File: config.mk
export PLATFORM = sky130hd
export DESIGN_NAME = alu_operand_loader
export DESIGN_NICKNAME = d
export VERILOG_FILES = /design/src/rtl/alu_operand_loader.sv
export SDC_FILE = /design/constraint.sdc
export NUM_CORES = 1
export LEC_CHECK = 0
export BUFFER_PORTS_ARGS = -buffer_cell sky130_fd_sc_hd__buf_2
export CAP_MARGIN = 15
export CORE_MARGIN = 2
export CORE_UTILIZATION = 44
export DETAILED_ROUTE_END_ITERATION = 8
export GPL_ROUTABILITY_DRIVEN = 0
export PLACE_DENSITY = 0.76
export SLEW_MARGIN = 15
export SYNTH_ARGS = -nofsm -noshare
export SYNTH_HDL_FRONTEND = slang
export SYNTH_SLANG_ARGS = --single-unit
File: constraint.sdc
create_clock -name clk -period 1.6 [get_ports clk]
set_clock_uncertainty 0.2 [all_clocks]
set_input_delay 0.08 -clock clk [delete_from_list [all_inputs] [get_ports clk]]
set_output_delay 0.08 -clock clk [all_outputs]
set_load 0.05 [all_outputs]
File: src/rtl/alu_operand_loader.sv
// Operand/opcode sequencer for the 8-bit ALU: captures A, B and opcode
// from a shared switch bus on debounced load presses, then strobes do_op.
module alu_operand_loader #(
    parameter int               WIDTH    = 8,
    parameter int               SEL_W    = 4,
    parameter logic [SEL_W-1:0] UNARY_OP = 4'b1100
) (
    input  logic             clk,
    input  logic             reset,
    input  logic [WIDTH-1:0] data_in,
    input  logic [SEL_W-1:0] sel_in,
    input  logic             load,
    input  logic             clear,
    output logic [WIDTH-1:0] A,
    output logic [WIDTH-1:0] B,
    output logic [SEL_W-1:0] select,
    output logic             do_op,
    output logic [1:0]       state,
    output logic [7:0]       op_count
);

    typedef enum logic [1:0] {
        S_A     = 2'd0,
        S_B     = 2'd1,
        S_ISSUE = 2'd2,
        S_BAD   = 2'd3
    } state_t;

    state_t st;
    logic   s1, s2, s3;
    logic   load_rise;

    // Two flops to settle the raw button, a third for edge detection
    always_ff @(posedge clk or negedge reset) begin
        if (!reset) begin
            s1 <= 1'b0;
            s2 <= 1'b0;
            s3 <= 1'b0;
        end else begin
            s1 <= load;
            s2 <= s1;
            s3 <= s2;
        end
    end

    assign load_rise = s2 & ~s3;

    always_ff @(posedge clk or negedge reset) begin
        if (!reset) begin
            st       <= S_A;
            A        <= '0;
            B        <= '0;
            select   <= '0;
            do_op    <= 1'b0;
            op_count <= 8'd0;
        end else begin
            do_op <= 1'b0;
            if (clear) begin
                st     <= S_A;
                A      <= '0;
                B      <= '0;
                select <= '0;
            end else begin
                case (st)
                    S_A: begin
                        if (load_rise) begin
                            A      <= data_in;
                            select <= sel_in;
                            if (sel_in == UNARY_OP) begin
                                B  <= '0;
                                st <= S_ISSUE;
                            end else begin
                                st <= S_B;
                            end
                        end
                    end
                    S_B: begin
                        if (load_rise) begin
                            B  <= data_in;
                            st <= S_ISSUE;
                        end
                    end
                    S_ISSUE: begin
                        // Any press landing here is intentionally dropped
                        do_op    <= 1'b1;
                        op_count <= op_count + 8'd1;
                        st       <= S_A;
                    end
                    default: st <= S_A;
                endcase
            end
        end
    end

    assign state = st;

endmodule

=== Word level (Yosys, flattened, before mapping) ===
Cells that the tools add are included.

* Shift operators: 0
* Reduce and logical (&&, ||, !) cells: 8
* Bitwise gates (word level): 3
* Mux-type cells: 17
* Equal/unequal tests: 6
* Magnitude comparators: 0
* Add/subtract/negate cells: 1
* $mul: 0
* Divide/modulo/power cells: 0

{| class="wikitable"
|+ Operators with widths
! kind !! count
|-
| two-way mux 8 bit || 6
|-
| case mux 8 bit (2 select lines) || 1
|-
| two-way mux 4 bit || 3
|-
| inequality test 3 bit (second input constant) || 3
|-
| adder 8 x 1 -> 8 bit (second input constant) || 1
|-
| two-way mux 2 bit || 4
|-
| AND reduction 2 bit || 3
|-
| equality test 4 bit (second input constant) || 1
|-
| case mux 2 bit (2 select lines) || 1
|-
| AND reduction 4 bit || 1
|-
| nonzero test 2 bit || 2
|-
| nonzero test 3 bit || 1
|-
| equality test 2 x 1 -> 1 bit (second input constant) || 1
|-
| equality test 2 bit (second input constant) || 1
|-
| zero test 2 bit || 1
|-
| two-way mux 1 bit || 2
|-
| NOT 1 bit || 2
|-
| bitwise AND 1 bit || 1
|}

* Bits in writable memories: 0
* Bits in read-only memories: 0
* Latch bits: 0
* Output and inout bits: 31
* Input port bits: 16
* Register bits: 34
* Word-level logic and storage cells: 44
* Memories: 0

=== Depth between registers and ports, before layout ===
* Depth in word-level cells: 5
* Depth in mapped cells: 4

=== Worst setup path before layout ===
Ideal clock, no wire load.

* Kind: reg2reg
* From: register st[1], in the netlist state[1]
* To: register A[2]
* Setup slack: -0.276 ns
* Path buffers: 1
* Required time: 1.264 ns
* Cell stages (with the launch flop): 5
* Arrival time: 1.540 ns
* Cell sequence: dfrtp_1 or4b_4 buf_2 nand2_1 a21oi_1

* Longest elaborated chain between the ends: 3

{| class="wikitable"
|+ Ends and longest elaborated chain
! item !! RTL line !! RTL
|-
| start: declaration || 29 || <nowiki>state_t st;</nowiki>
|-
| start signal: assignment || 50 || <nowiki>st <= S_A;</nowiki>
|-
| start signal: assignment || 59 || <nowiki>st <= S_A;</nowiki>
|-
| start signal: assignment || 71 || <nowiki>st <= S_ISSUE;</nowiki>
|-
| zero test 2 bit || 64 || <nowiki>case (st)</nowiki>
|-
| nonzero test 2 bit (no source line) || n/a ||
|-
| AND reduction 2 bit (no source line) || n/a ||
|-
| end signal: assignment || 67 || <nowiki>A <= data_in;</nowiki>
|-
| end: declaration || 14 || <nowiki>output logic [WIDTH-1:0] A,</nowiki>
|}

Every way passes these cells.
A chain may end at the register's enable or synchronous reset.

=== Final worst setup path ===
* From: register st[0], in the netlist state[0]
* To: register select[0]

* Longest elaborated chain between the ends: 3

{| class="wikitable"
|+ Ends and longest elaborated chain
! item !! RTL line !! RTL
|-
| zero test 2 bit || 64 ||
|-
| nonzero test 2 bit (no source line) || n/a ||
|-
| AND reduction 2 bit (no source line) || n/a ||
|-
| end signal: assignment || 68 || <nowiki>select <= sel_in;</nowiki>
|-
| end: declaration || 16 || <nowiki>output logic [SEL_W-1:0] select,</nowiki>
|}

Every way passes these cells.

==> results.md <==
* Outcome: complete, but fails checks
* Failing checks: setup timing
* Core Region at 3080 um2
* Fin. max-slew vios at 0
* Share of power burned in registers at a little over half
* Synth area leader: dfrtp_1
* Max H-tree Level at 2
* Ports at 47
* Max Buffers Root-to-Sink at 2
* Syn nets at 147
* Asr flop ratio synth at 100%
* Maximum clock rate at slightly above 600 MHz
* Clk_lat worst skew at 0.34 ns
* CP endpoint kind: flip-flop
* Startpoint class of the critical path: flip-flop
* PwrDens at 912 nW/um2
* IO Port Bufs at 46
* Overall routing resource usage at between 10% and 20%
* Syn Area/Cell at ~11 um2
* Switching Fraction at approximately a third
* CTS tree: yes
* Worst-path fanout max at 12
* Routed wire length at approximately 3.3 mm
* Reg-to-reg startpoint: state[0]
* Final Cycle Share at 101%
* Hold Crit Class: input pin to flip-flop
* Clock power frac at 27.2%
* VDD IR max at between 0.8 and 0.9 mV
* Antenna Violating Nets Remaining at 0
* CTS clk-pin slew, worst paths at 0.11 ns
* Setup crit start: state[0]
* Number of placement rows at 20
* CTS buffer count at 5
* Worst hold slack at just over 0.09 ns
* Via total after detailed routing at 1,218
* Switching pwr at about 0.57 mW
* Mapped Area at around 1400 um2
* Combinational share of power at between 20% and 30%
* Mapped Cells at 130
* Die Wd at 61.2 um
* Syn. warnings at 0
* Synth Flop Type: dfrtp_1
* Starting DRT DRC Count at 53
* Die ar. at ~3700 um2
* Drc violations at 0
* EDFF count, synth at 0
* Pleak at about 0.98 nW
* Ant. Diodes at 0
* Slew @ Worst Pin at 0.749 ns
* Final Power at approximately 1.8 mW
* Initial antenna violation count at 0
* Drt wl/cell at ~13 um
* Int Pwr at roughly 1.2 mW
* Final setup vio count at 6
* Initial Utilization at 46.7%
* Post-synth top area share at about three fifths
* Hold Path Origin: sel_in[2]
* Layout cells sized above 1 at between 30% and 40%
* DPL Wire Length at ~2.1 mm
* WS Path Type: flip-flop to flip-flop
* Required @ worst endpoint at 1.61 ns
* Post-synth top cells: dfrtp_1, nand2_1, a21oi_1
* Period minus WS final at approximately 1.6 ns
* Fillers at 260
* Rel. slew slack at 50.0%
* Netlist cell types at 23
* Grt ovf at 0
* Sequential share of the synthesized area at between 50 and 60%
* Hold Crit Depth at 4
* Fin. Hold Viols at 0
* Clk sinks at 34
* Crit path DAT at between 1.5 and 2 ns
* Layout area overhead at 37.4%
* Largest net degree at the start of global routing at 35
* Max Cap Viol at 0
* Seq cells post-synth at 34
* Synth area leaders: dfrtp_1, nand2_1, a21oi_1
* CTS root buffer: clkbuf_4
* Most frequent cell after synthesis: dfrtp_1
* Chip height at around 61 um
* Drt first pass iters at 4
* Worst Setup Slack, final at -0.0115 ns
* RSZ-0062 raised after global routing: true
* Nets at ~220
* Wire length of the first global-routing pass at roughly 5.2 mm
* DR vias/cell at roughly 5
* Cells on worst reg2reg path at 3
* Vias in the first global route at between 1k and 1.5k
power groups by stage:
stage               logic [mW]  clock network, mW  registers (mW)
floorplan               0.0918                  0            1.10
global placement         0.334                  0           0.955
finish                   0.370              0.491           0.942
global route             0.397              0.550           0.949
detailed placement       0.340                  0           0.959
CTS                      0.370              0.514           0.943
metrics by stage:
stage | utilization, % | TNS (ns) | worst slack (ns) | cell area [um2] | cells
2_1_floorplan | - | -1.01 | -0.0928 | 1450 | 130
3_3_place_gp | 56.6 | 0 | 0.0698 | 1740 | 219
3_5_place_dp | 56.6 | 0 | 0.0179 | 1740 | 219
4_1_cts | 63.7 | 0 | 0.0000887 | 1960 | 242
5_1_grt | 64.2 | -0.685 | -0.0727 | 1980 | 244
6_report | 64.2 | -0.0418 | -0.0115 | 1980 | 244
worst max-delay path, stage by stage (launching register included):
cell and delay (ns):
dfrtp_2 0.48, or4b_4 0.63, nand2_1 0.10, a21oi_1 0.07
sequential cells by signal (all words and copies together), names as in the netlist:
register / count
A: 8
B: 8
op_count: 8
select: 4
state: 2
do_op: 1
s1: 1
s2: 1
s3: 1
routing by layer:
layer / wire, um / global-route usage, % / vias to the layer above
li1: - / - / 582
met1: 1440 / 23.7 / 584
met2: 1520 / 31.0 / 42
met3: 187 / 6.51 / 10
met4: 102 / 10.6 / 0
met5: 0 / 0 / -
cells by family after synthesis:
| family | after synthesis | share of synthesized area (%) |
|---|---|---|
| multiplexers | 1 | 0.783 |
| adder cells (fa/ha/maj) | 1 | 0.869 |
| AND/OR/NAND/NOR | 55 | 22.7 |
| AO/OA/AOI/OAI | 23 | 9.74 |
| flip-flops | 34 | 59.1 |
| buffers and inverters | 9 | 2.52 |
| XOR/XNOR | 7 | 4.26 |
timing repair:
| action | in CTS | in global routing |
|---|---|---|
| endpoints found under the setup margin | 2 | 26 |
| hold buffers | 15 | 0 |
| buffers inserted | 0 | 2 |
| endpoints found under the hold margin | 64 | 0 |
| gates resized for setup | 2 | 0 |
| pin swaps | 0 | 2 |
placed cells by master (no fill, tap or decap), drive strengths merged, types with 3 or more instances in the layout:
cell,n
inv,3
nand3b,8
xnor2,6
dlygate4sd3,15
nand2b,8
clkbuf,7
dfrtp,34
a21oi,12
buf,53
o21ai,9
nand2,26
nand4,5
final cells by class:
type / instances / area, um2 / share of cell area [%]
clock inverter: 1 / 5.00 / 0.253
timing repair buffer: 68 / 433 / 21.9
clock buffer: 7 / 55.1 / 2.78
inverter: 3 / 11.3 / 0.570
sequential: 34 / 853 / 43.2
multi-input combinational: 87 / 564 / 28.5
tap: 44 / 55.1 / 2.78
final timing paths:
path | endpoint | slack, ns
worst max-delay path | select[0] | -0.01
worst min-delay path | state[0] | 0.09
worst max register to register | select[0] | -0.01
worst min register to register | s2 | 0.15
max in group asynchronous | state[1] | 0.53
min in group asynchronous | B[2] | 0.13
Power figures use the tool's default switching activity.
